## config.mk

```make
export PLATFORM = sky130hd
export DESIGN_NAME = itu656_decoder_flat
export DESIGN_NICKNAME = d
export VERILOG_FILES = /design/src/rtl/itu656_decoder_if.sv /design/src/rtl/itu656_decoder.sv /design/src/flat_wrapper.sv
export SDC_FILE = /design/constraint.sdc
export NUM_CORES = 1
export LEC_CHECK = 0
export ABC_AREA = 1
export CAP_MARGIN = 20
export CORE_UTILIZATION = 30
export CTS_CLUSTER_SIZE = 8
export DETAILED_ROUTE_END_ITERATION = 10
export GPL_TIMING_DRIVEN = 0
export PLACE_DENSITY = 0.49
export RECOVER_POWER = 100
export SYNTH_ARGS = -nofsm -noshare
export SYNTH_HDL_FRONTEND = slang
export SYNTH_SLANG_ARGS = --single-unit
```

## constraint.sdc

```tcl
create_clock -name clk -period 1.5 [get_ports clk]
set_input_delay 0.3 -clock clk [delete_from_list [all_inputs] [get_ports clk]]
set_output_delay 0.3 -clock clk [all_outputs]
set_load 0.1 [all_outputs]
```

## src/rtl/itu656_decoder_if.sv

```systemverilog
// itu656_decoder_if
// Bundles the BT.656 receive byte stream and everything the decoder reports
// about it.
//   data         BT.656 byte, one per clock (source -> decoder)
//   pixel_data   stream delayed by four clocks; meaningful while pixel_valid
//   pixel_valid  marks active-video bytes on pixel_data
//   field/vblank/hblank  F/V/H bits of the last accepted timing code
//   line_start   one-clock pulse per accepted SAV
//   frame_start  one-clock pulse on the first SAV of a new frame
//   column       index of the active byte currently on pixel_data
//   line         lines counted since the last frame_start
//   locked       decoder is synchronised to the stream
//   prot_err     one-clock pulse on an XY byte with bad protection bits
// master = stream source / consumer side, slave = decoder side.
interface itu656_decoder_if #(
  parameter int DATA_W = 8,
  parameter int COL_W  = 11,
  parameter int LINE_W = 10
);
  logic [DATA_W-1:0] data;
  logic [DATA_W-1:0] pixel_data;
  logic              pixel_valid;
  logic              field;
  logic              vblank;
  logic              hblank;
  logic              line_start;
  logic              frame_start;
  logic [COL_W-1:0]  column;
  logic [LINE_W-1:0] line;
  logic              locked;
  logic              prot_err;

  modport master (
    output data,
    input  pixel_data, pixel_valid, field, vblank, hblank,
    input  line_start, frame_start, column, line, locked, prot_err
  );

  modport slave (
    input  data,
    output pixel_data, pixel_valid, field, vblank, hblank,
    output line_start, frame_start, column, line, locked, prot_err
  );
endinterface

```

## src/rtl/itu656_decoder.sv

```systemverilog
// itu656_decoder
// Receive side of the BT.656 link. Hunts for FF 00 00 XY timing codes,
// validates the XY protection bits, tracks field/vblank/hblank and passes the
// active-video bytes out through a four-stage delay line with a valid strobe.
// Ports:
//   clk    27 MHz clock, rising edge
//   rst_n  synchronous active-low reset
//   bus    itu656_decoder_if slave: data in, pixel/status outputs
// All outputs are registered.
module itu656_decoder #(
  parameter int DATA_W  = 8,
  parameter int COL_W   = 11,
  parameter int LINE_W  = 10,
  parameter int TIMEOUT = 2047
) (
  input  logic            clk,
  input  logic            rst_n,
  itu656_decoder_if.slave bus
);
  localparam int GAP_W = $clog2(TIMEOUT + 1);
  localparam logic [DATA_W-1:0] BYTE_FF  = {DATA_W{1'b1}};
  localparam logic [DATA_W-1:0] BYTE_00  = {DATA_W{1'b0}};
  localparam logic [GAP_W-1:0]  GAP_LAST = GAP_W'(TIMEOUT - 1);
  localparam logic [GAP_W-1:0]  GAP_MAX  = GAP_W'(TIMEOUT);
  localparam logic [COL_W-1:0]  COL_MAX  = {COL_W{1'b1}};
  localparam logic [LINE_W-1:0] LINE_MAX = {LINE_W{1'b1}};

  typedef enum logic [1:0] {
    SEARCH  = 2'd0,
    GOT_FF  = 2'd1,
    GOT_00A = 2'd2,
    GOT_00B = 2'd3
  } state_t;

  // XY is valid when bit7 is set and bits 3:0 carry the Hamming protection of F/V/H.
  function automatic logic xy_ok_f(input logic [7:0] xy);
    logic       f_v;
    logic       v_v;
    logic       h_v;
    logic [3:0] prot_v;
    f_v    = xy[6];
    v_v    = xy[5];
    h_v    = xy[4];
    prot_v = {v_v ^ h_v, f_v ^ h_v, f_v ^ v_v, f_v ^ v_v ^ h_v};
    return xy[7] & (xy[3:0] == prot_v);
  endfunction

  state_t                  state_r;
  state_t                  state_next_s;
  logic [7:0]              xy_s;
  logic                    is_ff_s;
  logic                    is_00_s;
  logic                    code_valid_s;
  logic                    code_err_s;
  logic                    sav_s;
  logic                    eav_s;
  logic                    frame_start_s;
  logic [3:0][DATA_W-1:0]  dly_r;
  logic [3:0]              flag_r;
  logic                    field_r;
  logic                    vblank_r;
  logic                    hblank_r;
  logic                    line_start_r;
  logic                    frame_start_r;
  logic                    prot_err_r;
  logic                    locked_r;
  logic                    armed_r;
  logic [COL_W-1:0]        column_r;
  logic [LINE_W-1:0]       line_r;
  logic [GAP_W-1:0]        gap_r;

  // For wider streams the XY code sits in the top eight bits.
  assign xy_s    = bus.data[DATA_W-1 -: 8];
  assign is_ff_s = (bus.data == BYTE_FF);
  assign is_00_s = (bus.data == BYTE_00);

  // Preamble state register.
  always_ff @(posedge clk) begin
    if (!rst_n) begin
      state_r <= SEARCH;
    end else begin
      state_r <= state_next_s;
    end
  end

  // Preamble next state; FF always restarts the preamble so FF FF 00 00 XY is caught.
  always_comb begin
    state_next_s = SEARCH;
    case (state_r)
      SEARCH:  state_next_s = is_ff_s ? GOT_FF : SEARCH;
      GOT_FF:  state_next_s = is_00_s ? GOT_00A : (is_ff_s ? GOT_FF : SEARCH);
      GOT_00A: state_next_s = is_00_s ? GOT_00B : (is_ff_s ? GOT_FF : SEARCH);
      GOT_00B: state_next_s = is_ff_s ? GOT_FF : SEARCH;
      default: state_next_s = SEARCH;
    endcase
  end

  // Code decode: the byte seen in GOT_00B is the XY word.
  always_comb begin
    code_valid_s = 1'b0;
    code_err_s   = 1'b0;
    if (state_r == GOT_00B) begin
      code_valid_s = xy_ok_f(xy_s);
      code_err_s   = ~xy_ok_f(xy_s);
    end else begin
      code_valid_s = 1'b0;
      code_err_s   = 1'b0;
    end
  end

  assign sav_s         = code_valid_s & ~xy_s[4];
  assign eav_s         = code_valid_s & xy_s[4];
  assign frame_start_s = sav_s & ~xy_s[5] & armed_r;

  // Delay line; a valid code wipes the flags of its FF 00 00 bytes and of the XY itself.
  always_ff @(posedge clk) begin
    if (!rst_n) begin
      dly_r  <= {(4 * DATA_W){1'b0}};
      flag_r <= 4'b0000;
    end else begin
      dly_r <= {dly_r[2:0], bus.data};
      if (code_valid_s) begin
        flag_r <= 4'b0000;
      end else begin
        flag_r <= {flag_r[2:0], ~hblank_r & ~vblank_r};
      end
    end
  end

  // Timing flags and per-code pulses; a frame is armed by a V=1,F=0 code.
  always_ff @(posedge clk) begin
    if (!rst_n) begin
      field_r       <= 1'b0;
      vblank_r      <= 1'b1;
      hblank_r      <= 1'b1;
      line_start_r  <= 1'b0;
      frame_start_r <= 1'b0;
      prot_err_r    <= 1'b0;
      armed_r       <= 1'b0;
    end else begin
      line_start_r  <= sav_s;
      frame_start_r <= frame_start_s;
      prot_err_r    <= code_err_s;
      if (code_valid_s) begin
        field_r  <= xy_s[6];
        vblank_r <= xy_s[5];
        hblank_r <= xy_s[4];
      end
      if (code_valid_s && xy_s[5] && !xy_s[6]) begin
        armed_r <= 1'b1;
      end else if (frame_start_s) begin
        armed_r <= 1'b0;
      end
    end
  end

  // Column and line counters, both saturating.
  always_ff @(posedge clk) begin
    if (!rst_n) begin
      column_r <= {COL_W{1'b0}};
      line_r   <= {LINE_W{1'b0}};
    end else begin
      if (sav_s) begin
        column_r <= {COL_W{1'b0}};
      end else if (flag_r[3] && (column_r != COL_MAX)) begin
        column_r <= column_r + COL_W'(1'b1);
      end
      if (frame_start_s) begin
        line_r <= {LINE_W{1'b0}};
      end else if (eav_s && (line_r != LINE_MAX)) begin
        line_r <= line_r + LINE_W'(1'b1);
      end
    end
  end

  // Lock tracking; the gap counter saturates at TIMEOUT so lock stays down.
  always_ff @(posedge clk) begin
    if (!rst_n) begin
      gap_r    <= {GAP_W{1'b0}};
      locked_r <= 1'b0;
    end else begin
      if (code_valid_s) begin
        gap_r    <= {GAP_W{1'b0}};
        locked_r <= 1'b1;
      end else begin
        if (gap_r != GAP_MAX) begin
          gap_r <= gap_r + GAP_W'(1'b1);
        end
        if (code_err_s || (gap_r >= GAP_LAST)) begin
          locked_r <= 1'b0;
        end
      end
    end
  end

  assign bus.pixel_data  = dly_r[3];
  assign bus.pixel_valid = flag_r[3];
  assign bus.field       = field_r;
  assign bus.vblank      = vblank_r;
  assign bus.hblank      = hblank_r;
  assign bus.line_start  = line_start_r;
  assign bus.frame_start = frame_start_r;
  assign bus.column      = column_r;
  assign bus.line        = line_r;
  assign bus.locked      = locked_r;
  assign bus.prot_err    = prot_err_r;
endmodule

```

## src/flat_wrapper.sv

```systemverilog
// flat-port wrapper written by rule: the top's interface ports become plain ports
module itu656_decoder_flat 
#(
  parameter int DATA_W  = 8,
  parameter int COL_W   = 11,
  parameter int LINE_W  = 10,
  parameter int TIMEOUT = 2047
)
  (clk, rst_n, bus_data, bus_pixel_data, bus_pixel_valid, bus_field, bus_vblank, bus_hblank, bus_line_start, bus_frame_start, bus_column, bus_line, bus_locked, bus_prot_err);
  itu656_decoder_if #(.DATA_W(DATA_W), .COL_W(COL_W), .LINE_W(LINE_W)) bus_i ();
  input  logic clk;
  input  logic rst_n;
  input wire logic [$bits(bus_i.data)-1:0] bus_data;
  output wire logic [$bits(bus_i.pixel_data)-1:0] bus_pixel_data;
  output wire logic [$bits(bus_i.pixel_valid)-1:0] bus_pixel_valid;
  output wire logic [$bits(bus_i.field)-1:0] bus_field;
  output wire logic [$bits(bus_i.vblank)-1:0] bus_vblank;
  output wire logic [$bits(bus_i.hblank)-1:0] bus_hblank;
  output wire logic [$bits(bus_i.line_start)-1:0] bus_line_start;
  output wire logic [$bits(bus_i.frame_start)-1:0] bus_frame_start;
  output wire logic [$bits(bus_i.column)-1:0] bus_column;
  output wire logic [$bits(bus_i.line)-1:0] bus_line;
  output wire logic [$bits(bus_i.locked)-1:0] bus_locked;
  output wire logic [$bits(bus_i.prot_err)-1:0] bus_prot_err;
  assign bus_i.data = bus_data;
  assign bus_pixel_data = bus_i.pixel_data;
  assign bus_pixel_valid = bus_i.pixel_valid;
  assign bus_field = bus_i.field;
  assign bus_vblank = bus_i.vblank;
  assign bus_hblank = bus_i.hblank;
  assign bus_line_start = bus_i.line_start;
  assign bus_frame_start = bus_i.frame_start;
  assign bus_column = bus_i.column;
  assign bus_line = bus_i.line;
  assign bus_locked = bus_i.locked;
  assign bus_prot_err = bus_i.prot_err;
  itu656_decoder #(.DATA_W(DATA_W), .COL_W(COL_W), .LINE_W(LINE_W), .TIMEOUT(TIMEOUT)) u_core (.clk(clk), .rst_n(rst_n), .bus(bus_i));
endmodule
```

==> flow_summary.json <==
{
  "ir_worst_vdd_mv": 0.579,
  "grt_start_max_net_pins": 17,
  "tns_ns": 0,
  "rsz0062_at_grt": "true",
  "ys_warn_count": 0,
  "cp_max_fo": 5,
  "dp_slack_ns": -1.06,
  "synthesis.area_um2": 3410,
  "grtUsageTotal": 0.140,
  "final_common_cell": "nand2_1",
  "cts_tree": "yes",
  "clk_latency_ns": 0.33,
  "crit_type": "reg2reg",
  "antenna_found_initial": 0,
  "worstMarginPinSlew_ns": 0.823,
  "portBuffers": 45,
  "final_cell_mix": "nand2_1 (86), inv_1 (75), dfxtp_1 (56), nor2_1 (52), buf_2 (29)",
  "dp.cells": 638,
  "gp_congestion": 0.823,
  "avgRoutedWirePerCell_um": 11.2,
  "yosysSeqAreaShare": 0.458,
  "layout_setup_ws_ns": 0.00221,
  "dr_total_vias": 2857,
  "powerDensity_nw_per_um2": 986,
  "cp.required_ns": 1.76,
  "post-route-min-period_ns": 1.50,
  "cp-start-kind": "flip-flop",
  "p_leak_uw": 0.00209,
  "cts_root_buf": "clkbuf_16",
  "cap_violations": 0,
  "core_um2": 11000,
  "clkTransAtPathRegs_ns": 0.07,
  "hold_violations": 0,
  "grt_pass1_wl_um": 12700,
  "h-tree-depth": 3,
  "endpoint_kind": "flip-flop",
  "cts.sinks": 78,
  "fin_nets": 545,
  "io-pin-count": 47,
  "fmax_mhz": 668,
  "cts_buffer_depth": 2,
  "synth_mux_area_frac": 0,
  "syn_to_final_growth_pct": 33.2,
  "grt_overflow_total": 0,
  "fillers": 1138,
  "multi_input_area_um2": 1640,
  "syn_nets": 472,
  "ys_seq_elements": 78,
  "post-route-util": 0.414,
  "timing.hold.worst.class": "in2reg",
  "cts_made_buffers": 9,
  "status": "completed",
  "viasPerCell": 4.26,
  "worstPathArrival_ns": 1.76,
  "hpwl_um": 4960,
  "synthAdderAreaFrac": 0.0330,
  "seqCellArea_um2": 1610,
  "die-height_um": 109,
  "yosys.area_share.simple": 0.300,
  "drtPass1Iterations": 4,
  "synth_cell_type_count": 32,
  "synth_compound_area_frac": 0.0469,
  "die_w_um": 109,
  "drc": 0,
  "avgSynthCellArea_um2": 7.53,
  "synth_xor_area_frac": 0.0411,
  "dr.first_iter.drc_count": 98,
  "synth_top_family_by_area": "simple AND/OR/NAND/NOR gates",
  "wl_um": 7500,
  "finalCritPeriodShare": 0.999,
  "ant_nets": 0,
  "num_antenna_cells": 0,
  "dieArea_um2": 11800,
  "netlist_instances": 453,
  "drive_above_1_share": 0.326,
  "setup_viol": 0,
  "initial_utilization": 0.311,
  "instances_no_fill": 671,
  "grt_pass1_vias": 2678,
  "rows": 38,
  "relSlewSlack": 0.451,
  "slew_violations": 0,
  "finalClockSkew_ns": 0.0108
}
[report_power, final]
group	total, uW	switching [uW]	internal, uW
Sequential	2100	13.6	2090
Combinational	251	163	87.9
Clock	2130	965	1160
Total	4480	1140	3340
[layout make-up]
cell class / instances / share of cell area
Timing Repair Buffer: 61 / 0.0875
Clock inverter: 7 / 0.0138
Multi-Input combinational cell: 277 / 0.361
Tap cell: 140 / 0.0385
Inverter: 84 / 0.0727
Buffer: 15 / 0.0223
Clock buffer: 9 / 0.0495
Sequential cell: 78 / 0.355
[state kept, by name, indices dropped and copies added (netlist names)]
signal	count
u_core.bus.hblank	1
u_core.bus.frame_start	1
u_core.flag_r	4
u_core.state_r	2
u_core.gap_r	11
u_core.dly_r	24
u_core.armed_r	1
u_core.bus.line_start	1
u_core.bus.prot_err	1
u_core.bus.locked	1
u_core.bus.pixel_data	8
u_core.bus.column	11
u_core.bus.vblank	1
u_core.bus.field	1
u_core.bus.line	10
[final timing paths]
check,from,to,slack (ns),cells past startpoint
max,u_core.bus.line[0],u_core.bus.line[4],0.002,10
min,bus_data[4],u_core.dly_r[4],0.19,3
max reg2reg,u_core.bus.line[0],u_core.bus.line[4],0.002,10
min reg2reg,u_core.dly_r[11],u_core.dly_r[19],0.41,2
[synthesized netlist by cell type, drive strengths merged]
cell       n  area (um^2)
nand2    105          419
inv       84          315
dfxtp     78         1560
nor2      67          272
a21oi     19         95.1
nand3     18          103
buf       12         87.6
nor3      12          100
xor2      11         96.3
ha         9          113
nand4      8         56.3
o21ai      6         30.0
xnor2      5         43.8
or2        4         25.0
a31oi      3         18.8
clkbuf     3         11.3
nand3b     2         15.0
nor3b      2         15.0
nor4       2         12.5
a2bb2oi    1         8.76
o21bai     1         7.51
or3        1         6.26
[critical path, stage by stage (launching register included)]
cell     delay [ns]
dfxtp_4        0.38
ha_4           0.16
nand2_4        0.06
nor3_4         0.18
nand3_2        0.12
nand2_4        0.12
nor2_4         0.06
buf_6          0.14
nor2_2         0.10
nor2_1         0.04
nor2_1         0.07
[metal layers]
layer | up-vias | wire length [um] | share of wire | GRT usage
met5 | - | 0 | 0 | 0
met3 | 6 | 302 | 0.040 | 0.0287
li1 | 1525 | - | - | -
met2 | 60 | 3550 | 0.47 | 0.229
met1 | 1266 | 3560 | 0.47 | 0.178
met4 | 0 | 91 | 0.012 | 0.0589
[repair_timing]
item / in CTS / in global routing
setup endpoints to repair: 82 / 35
pin swaps: 8 / 28
hold buffers: 0 / 0
gates cloned: 1 / 0
buffers inserted: 8 / 8
gates resized for setup: 223 / 36
[stage by stage]
step                hold slack, ns  cell area, um^2  total power [uW]
finish                       0.191             4550              4480
CTS                          0.191             4420              4560
global route                 0.194             4550              4680
floorplan                    0.386             3550              2300
global placement             0.392             4180              2370
detailed placement           0.395             4180              2380
[kinds of logic (layout without fill, tap and decap cells)]
logic type      count (synthesis)  count (layout)
buf+inv                        99             176
flops                          78              78
simple gates                  221             222
xor+xnor                       16              16
compound gates                 30              30
fa+ha+maj                       9               9
(Power assumes the default switching activity.)
